==> src/rtl/def.sv <==
// Shared definitions: branch funct3 encodings and the 2-bit predictor counter type.
package def;

    localparam logic [2:0] F3_BEQ  = 3'b000;
    localparam logic [2:0] F3_BNE  = 3'b001;
    localparam logic [2:0] F3_BLT  = 3'b100;
    localparam logic [2:0] F3_BGE  = 3'b101;
    localparam logic [2:0] F3_BLTU = 3'b110;
    localparam logic [2:0] F3_BGEU = 3'b111;

    typedef enum logic [1:0] {
        SNT = 2'b00,
        WNT = 2'b01,
        WT  = 2'b10,
        ST  = 2'b11
    } cnt_t;

    localparam cnt_t CNT_RESET = WNT;

endpackage

==> src/rtl/branch_predictor_sat_counter2.sv <==
// Next-state logic for a 2-bit saturating branch counter.
module sat_counter2
    import def::*;
(
    input  cnt_t cur,
    input  logic taken,
    output cnt_t nxt
);

    always_comb begin
        nxt = cur;
        case (cur)
            SNT:     nxt = taken ? WNT : SNT;
            WNT:     nxt = taken ? WT  : SNT;
            WT:      nxt = taken ? ST  : WNT;
            ST:      nxt = taken ? ST  : WT;
            default: nxt = cur;
        endcase
    end

endmodule

==> src/rtl/branch_predictor.sv <==
// Direct-mapped bimodal predictor with BTB; combinational lookup, one update per cycle.
module branch_predictor
    import def::*;
#(
    parameter int ENTRIES = 64,
    parameter int XLEN    = 32
) (
    input  logic            clk,
    input  logic            rst_n,
    input  logic            flush,
    input  logic [XLEN-1:0] pc_f,
    output logic            pred_taken,
    output logic [XLEN-1:0] pred_target,
    input  logic            upd_valid,
    input  logic [XLEN-1:0] upd_pc,
    input  logic            upd_taken,
    input  logic [XLEN-1:0] upd_target,
    input  logic            upd_pred_taken,
    output logic            mispredict
);

    localparam int IDXW = $clog2(ENTRIES);
    localparam int TAGW = XLEN - IDXW - 2;

    cnt_t               cnt      [ENTRIES];
    logic [ENTRIES-1:0] valid;
    logic [TAGW-1:0]    tag_q    [ENTRIES];
    logic [XLEN-1:0]    target_q [ENTRIES];

    logic [IDXW-1:0] f_idx, u_idx;
    logic [TAGW-1:0] f_tag, u_tag;
    logic            f_hit, u_hit;
    logic [1:0]      f_cnt;
    cnt_t            sat_nxt, cnt_wr;
    logic            unused_pc_lsb;

    assign f_idx = pc_f[IDXW+1:2];
    assign f_tag = pc_f[XLEN-1:IDXW+2];
    assign u_idx = upd_pc[IDXW+1:2];
    assign u_tag = upd_pc[XLEN-1:IDXW+2];
    assign unused_pc_lsb = ^{pc_f[1:0], upd_pc[1:0]};

    // Lookup reads the registered table, so a same-cycle update is not visible until next cycle.
    assign f_hit       = valid[f_idx] && (tag_q[f_idx] == f_tag);
    assign f_cnt       = cnt[f_idx];
    assign pred_taken  = f_hit && f_cnt[1];
    assign pred_target = pred_taken ? target_q[f_idx] : '0;

    assign u_hit = valid[u_idx] && (tag_q[u_idx] == u_tag);

    sat_counter2 u_sat (
        .cur   (cnt[u_idx]),
        .taken (upd_taken),
        .nxt   (sat_nxt)
    );

    // A taken branch that displaces another entry starts fresh at weak-taken.
    assign cnt_wr = (upd_taken && !u_hit) ? WT : sat_nxt;

    // upd_valid qualifies upd_* for exactly one cycle; there is no back-pressure.
    always_ff @(posedge clk or negedge rst_n) begin
        if (!rst_n) begin
            for (int i = 0; i < ENTRIES; i++) cnt[i] <= CNT_RESET;
            valid <= '0;
        end else if (flush) begin
            for (int i = 0; i < ENTRIES; i++) cnt[i] <= CNT_RESET;
            valid <= '0;
        end else if (upd_valid) begin
            cnt[u_idx] <= cnt_wr;
            if (upd_taken) valid[u_idx] <= 1'b1;
        end
    end

    always_ff @(posedge clk) begin
        if (rst_n && !flush && upd_valid && upd_taken) begin
            tag_q[u_idx]    <= u_tag;
            target_q[u_idx] <= upd_target;
        end
    end

    always_ff @(posedge clk or negedge rst_n) begin
        if (!rst_n) mispredict <= 1'b0;
        else        mispredict <= upd_valid && (upd_taken ^ upd_pred_taken);
    end

endmodule

==> config.mk <==
export PLATFORM = sky130hd
export DESIGN_NAME = branch_predictor
export DESIGN_NICKNAME = d
export VERILOG_FILES = /design/src/rtl/def.sv /design/src/rtl/branch_predictor_sat_counter2.sv /design/src/rtl/branch_predictor.sv
export SDC_FILE = /design/constraint.sdc
export NUM_CORES = 2
export LEC_CHECK = 0
export BUFFER_PORTS_ARGS = -buffer_cell sky130_fd_sc_hd__clkbuf_2
export CORE_ASPECT_RATIO = 0.6
export CORE_MARGIN = 2
export CORE_UTILIZATION = 30
export CTS_BUF_LIST = sky130_fd_sc_hd__clkbuf_4 sky130_fd_sc_hd__clkbuf_8
export CTS_CLUSTER_DIAMETER = 150
export CTS_CLUSTER_SIZE = 25
export DETAILED_ROUTE_END_ITERATION = 8
export HOLD_SLACK_MARGIN = 0.15
export PLACE_DENSITY = 0.49
export REMOVE_ABC_BUFFERS = 1
export SLEW_MARGIN = 20
export SYNTH_ARGS = -nofsm -noshare
export SYNTH_HDL_FRONTEND = slang
export SYNTH_SLANG_ARGS = --single-unit
export TNS_END_PERCENT = 30
==> constraint.sdc <==
create_clock -name clk -period 5.3 [get_ports clk]
set_clock_uncertainty 0.2 [all_clocks]
set_input_delay 0.265 -clock clk [delete_from_list [all_inputs] [get_ports clk]]
set_output_delay 0.265 -clock clk [all_outputs]
set_load 0.005 [all_outputs]
Word-level counts from Yosys, hierarchy flattened
Memory sizes are Yosys's and may differ from the RTL's.
Index checks and enable logic that the tools add are counted.
{"block": "classes", "n_lt_le_gt_ge": 6, "n_eq_ne": 5, "n_bitwise": 4, "reduce_logical": 16, "n_mux": 29}
{"op": "two-way mux 128 bit", "n": 2}
{"op": "two-way mux 64 bit", "n": 3}
{"op": "bitwise mux 128 bit", "n": 1}
{"op": "bitwise OR 64 bit", "n": 1}
{"op": "== test 24 bit", "n": 2}
{"op": "two-way mux 32 bit", "n": 1}
{"op": "binary-select mux 2 bit (select 6 bit)", "n": 2}
{"op": "two-way mux 2 bit", "n": 8}
{"op": "greater-or-equal comparator 7 bit, second input constant", "n": 2}
{"op": "< comparator 6 x 7 -> 1 bit, second input constant", "n": 2}
{"op": "inverter 6 -> 7 bit", "n": 2}
{"op": "binary-select mux 1 bit (select 6 bit)", "n": 2}
{"op": "demux 2 bit (select 6 bit)", "n": 1}
{"op": "logical AND 1 bit", "n": 10}
{"op": "one-hot mux 2 bit (4 select lines)", "n": 1}
{"op": "< comparator 7 x 1 -> 1 bit, second input constant", "n": 1}
{"op": "two-way mux 1 bit", "n": 7}
{"op": "demux 1 bit (select 6 bit)", "n": 1}
{"op": "greater-or-equal comparator 6 x 1 -> 1 bit, second input constant", "n": 1}
{"op": "== test 2 bit, second input constant", "n": 2}
{"op": "nonzero test 2 bit", "n": 2}
{"op": "== test 2 x 1 -> 1 bit, second input constant", "n": 1}
{"op": "logical NOT 1 bit", "n": 2}
{"op": "logical NOT 2 bit", "n": 1}
{"op": "2 further kinds", "n": 2}
{"block": "totals", "regBits": 193, "elab_cells": 128, "ram_bits": 3584, "in_bits": 102, "mem_count": 2, "out_inout_bits": 34}
{"name": "target_q", "words": 64, "width": 32, "rd": 1, "rd_clocked_by_memory_dff": 0, "write_ports": 1, "line": "branch_predictor.sv:28", "text": "logic [XLEN-1:0] target_q [ENTRIES];"}
{"name": "tag_q", "words": 64, "width": 24, "rd": 2, "rd_clocked_by_memory_dff": 0, "write_ports": 1, "line": "branch_predictor.sv:27", "text": "logic [TAGW-1:0] tag_q [ENTRIES];"}

Logic depth before layout (Yosys ltp)
{"block": "depth", "ltp_word": 10, "depth_mapped": 20, "ltp_nobuf": 10}

Cells and area by module
A second synthesis with hierarchy kept.
{"block": "hier_totals", "hier_cells": 7891, "hier_area_um2": 160335.0}
{"mod": "branch_predictor", "cells_per_inst": 7888, "area_each_um2": 160308.7, "instances": 1, "seq_area_each_um2": 112532.9}
{"mod": "sat_counter2", "cells_per_inst": 3, "area_each_um2": 26.3, "instances": 1, "seq_area_each_um2": 0.0}

Least setup slack after synthesis
Ideal clock, no wire load.
{"block": "synth_path", "kind": "input to register", "from": "input upd_pc[3]", "to": "memory tag_q[18][0] (netlist bit), enable pin", "slack_ps": 364, "t_arrival_ps": 4266, "required_time_ps": 4630, "setup_time_ps": 470, "cell_stages": 9, "path_buffers": 7, "cell_sequence": "buf_2 buf_2 buf_2 buf_4 buf_4 buf_4 buf_2 nand3_1 nor2_1"}
{"item": "start, declared", "line": "branch_predictor.sv:15", "text": "input logic [XLEN-1:0] upd_pc,"}
{"item": "end, declared", "line": "branch_predictor.sv:27"}
No word-level cell before the write port.

==> results.json <==
{
  "synthFlopType": "edfxtp_1",
  "drt_iter0_markers": 17503,
  "fp.coreArea_sq_um": 534000,
  "yosysSeqAreaShare_pct": 70.10,
  "antenna_found_initial": 65,
  "period_needed_ns": 5.888,
  "worstSetupStartpointType": "flop",
  "dp_cells": 15224,
  "vias_per_cell": 6.004,
  "finalHoldViolations": 0,
  "slew_viol_final": 0,
  "nFillCells": 50006,
  "critical_path_required_ns": 4.84,
  "grt_max_degree": 90,
  "synthDistinctLibCells": 84,
  "dr_wl_met2_um": 257500,
  "hold_path_depth": 2,
  "cts_tree": "done",
  "r2r_cells": 13,
  "yosysTopAreaCellShare_pct": 67.05,
  "period_share_pct": 111.1,
  "fmax_mhz": 169.8,
  "dieWidth_um": 948.3,
  "cts_max_level": 4,
  "clk_path_buf_depth": 4,
  "setup_violations": 33,
  "drive_gt1_share_pct": 31.17,
  "synth_top_area_cell": "edfxtp_1",
  "synth_common_cells": "edfxtp_1, mux4_2, mux2i_1",
  "worstMarginPinSlew_ns": 1.331,
  "path_class": "reg -> out",
  "wire_per_inst_um": 40.01,
  "die_area_sq_um": 541100,
  "maxCapViolations": 0,
  "wl_met3_um": 78670,
  "dp_hpwl_um": 369400,
  "p_leak_uw": 0.05517,
  "grt_first_pass_wirelength_um": 823900,
  "grt_use_total_pct": 22.23,
  "hold_path_end": "target_q[63][27]$_DFFE_PP_",
  "finalWorstSetupSlack_ns": -0.5882,
  "grt-ovfl-total": 0,
  "final_antenna_net_count": 0,
  "hold_slack_ns": 0.2131,
  "r2r_start": "tag_q[47][9]$_DFFE_PP_",
  "ys_async_sr_fraction_pct": 5.110,
  "cellPowerDensity_nw_per_um2": 277.4,
  "status": "finished with violations",
  "clock_latency_ns": 1.16,
  "vias": 93282,
  "reg2reg_slack_ns": 0.87,
  "layout.nets": 8471,
  "cts_root_buf": "clkbuf_8",
  "dr.pass1.iters": 6,
  "synth_area_per_cell_sq_um": 20.34,
  "clock_sinks": 3777,
  "violations": "negative setup slack",
  "synth_edf_count": 3584,
  "hp-start": "upd_target[27]",
  "synth_area_leaders": "edfxtp_1, mux4_2, mux2i_1",
  "top_layer_used": "met5",
  "port_buffers": 131,
  "cp-end-kind": "output port",
  "synth_cells": 7892,
  "routed_wl_um": 621600,
  "syn-cell-area_sq_um": 160500,
  "final_area_sq_um": 179400,
  "synth.most_common_cell": "edfxtp_1",
  "clk_pin_slew_ns": 0.15,
  "num_io_pins": 136,
  "grt_pass1_vias": 89035,
  "dpl_cell_area_sq_um": 175500,
  "drcViolationCount": 0,
  "chipHeight_um": 570.6,
  "row_count": 208,
  "hold_path_class": "in -> reg",
  "rsz0062_at_grt": "yes",
  "final_cells": 15536,
  "path_max_fanout": 8,
  "critPathArrivalTime_ns": 5.42,
  "max-vdd-ir-drop_v": 0.0001840,
  "yosys_warnings": 0,
  "gp_congestion": 0.8925,
  "relSlewSlack_pct": 10.97,
  "drt-met1-wl_um": 269100,
  "initial_core_util_pct": 30.06,
  "tns_ns": -16.79,
  "reg2reg_to": "cnt[105]$_DFFE_PN0P_",
  "synthToLayoutAreaGrowth_pct": 11.77,
  "synth-seq-cells": 3777,
  "numCtsBuffers": 177
}
## metrics by stage
| stage | utilization [%] | setup WS [ns] | total power, uW |
|---|---|---|---|
| 3_3_place_gp | 32.84 | -0.08449 | 37770 |
| 4_1_cts | 33.56 | -0.4421 | 49920 |
| 6_report | 33.60 | -0.5882 | 49770 |
| 2_1_floorplan | - | 0.01890 | 35100 |
| 5_1_grt | 33.59 | -0.4874 | 51080 |
| 3_5_place_dp | 32.86 | -0.1456 | 37820 |
## timing repair
item,CTS,global route
hold buffers,92,9
setup endpoints to repair,33,33
gates cloned,1,0
gates resized for setup,28,7
endpoints found under the hold margin,3992,537
pin swaps,4,2
buffers inserted,3,0
## state kept, by name, indices dropped and copies added (netlist names)
register / cells
tag_q: 1536
cnt: 128
valid: 64
mispredict: 1
target_q: 2048
## how the worst max path moves through the flow
stage	depth (start not counted)	start	end
global route	12	tag_q[11][20]$_DFFE_PP_	pred_target[3]
detailed placement	14	pc_f[3]	pred_target[8]
floorplan	10	upd_pc[3]	cnt[100]$_DFFE_PN1P_
global placement	15	pc_f[2]	pred_target[27]
CTS	13	tag_q[10][20]$_DFFE_PP_	pred_target[31]
finish	12	tag_q[21][22]$_DFFE_PP_	pred_target[17]
## routing by layer
metal,vias up,global-route usage [%]
met5,-,0
met4,18,4.854
met3,851,6.825
met1,51305,33.66
li1,34351,-
met2,6757,31.27
## cell type report
type | count | area (sq um) | share of cell area (%)
Inverter | 69 | 262.8 | 0.1465
Timing Repair Buffer | 884 | 9363 | 5.219
Multi-Input combinational cell | 3460 | 45640 | 25.44
Clock inverter | 6 | 76.32 | 0.04254
Clock buffer | 193 | 2581 | 1.439
Tap cell | 7140 | 8934 | 4.979
Antenna cell | 7 | 17.52 | 0.009764
Sequential cell | 3777 | 112500 | 62.72
## logic make-up (layout without fill, tap and decap cells)
kind of cell / count (synthesis) / count (layout) / synth area share (%)
xor gates and xnor gates: 48 / 48 / 0.2619
muxes: 1725 / 1725 / 20.98
and+or+nand+nor: 658 / 658 / 2.029
DFF: 3777 / 3777 / 70.10
buffers and inverters: 655 / 1152 / 1.961
AOI/OAI and AO/OA: 1029 / 1029 / 4.667
other: 0 / 7 / 0
## cell usage in the layout (no fill, tap or decap), types with 18 or more instances in the layout
| cell | n |
|---|---|
| edfxtp_1 | 3584 |
| a31oi_1 | 18 |
| clkbuf_8 | 183 |
| dlygate4sd3_1 | 101 |
| dfstp_2 | 64 |
| mux2i_1 | 344 |
| inv_1 | 66 |
| a221o_1 | 29 |
| a22o_1 | 33 |
| a22oi_1 | 180 |
| o21ai_0 | 131 |
| dfrtp_1 | 129 |
| buf_4 | 448 |
| clkbuf_2 | 82 |
| a21oi_1 | 185 |
| a211oi_1 | 26 |
| nor2_4 | 68 |
| mux2_2 | 82 |
| o22ai_1 | 110 |
| o2bb2ai_1 | 25 |
| o211ai_1 | 25 |
| nand3_1 | 109 |
| xnor2_1 | 31 |
| nand2_1 | 112 |
| a22oi_2 | 60 |
| a221oi_1 | 107 |
| buf_2 | 28 |
| nor2b_1 | 35 |
| nor2_1 | 172 |
| mux4_2 | 1285 |
| buf_12 | 212 |
## where the power goes
part | switching [uW] | internal [uW]
clock network | 9170 | 3270
logic | 2860 | 1790
registers | 19.8 | 32700
total | 12000 | 37700
## worst max-delay path, cell delays in order, from the launching register on
cell and delay [ns]:
edfxtp_1 0.50, mux4_2 0.48, mux4_2 0.51, mux4_2 0.49, xnor2_1 0.45, nand4_1 0.48
nor3_2 0.30, nand4_1 0.15, buf_4 0.19, buf_12 0.17, buf_16 0.21, nor2b_2 0.15
clkbuf_2 0.12
Power figures use the tool's default switching activity.
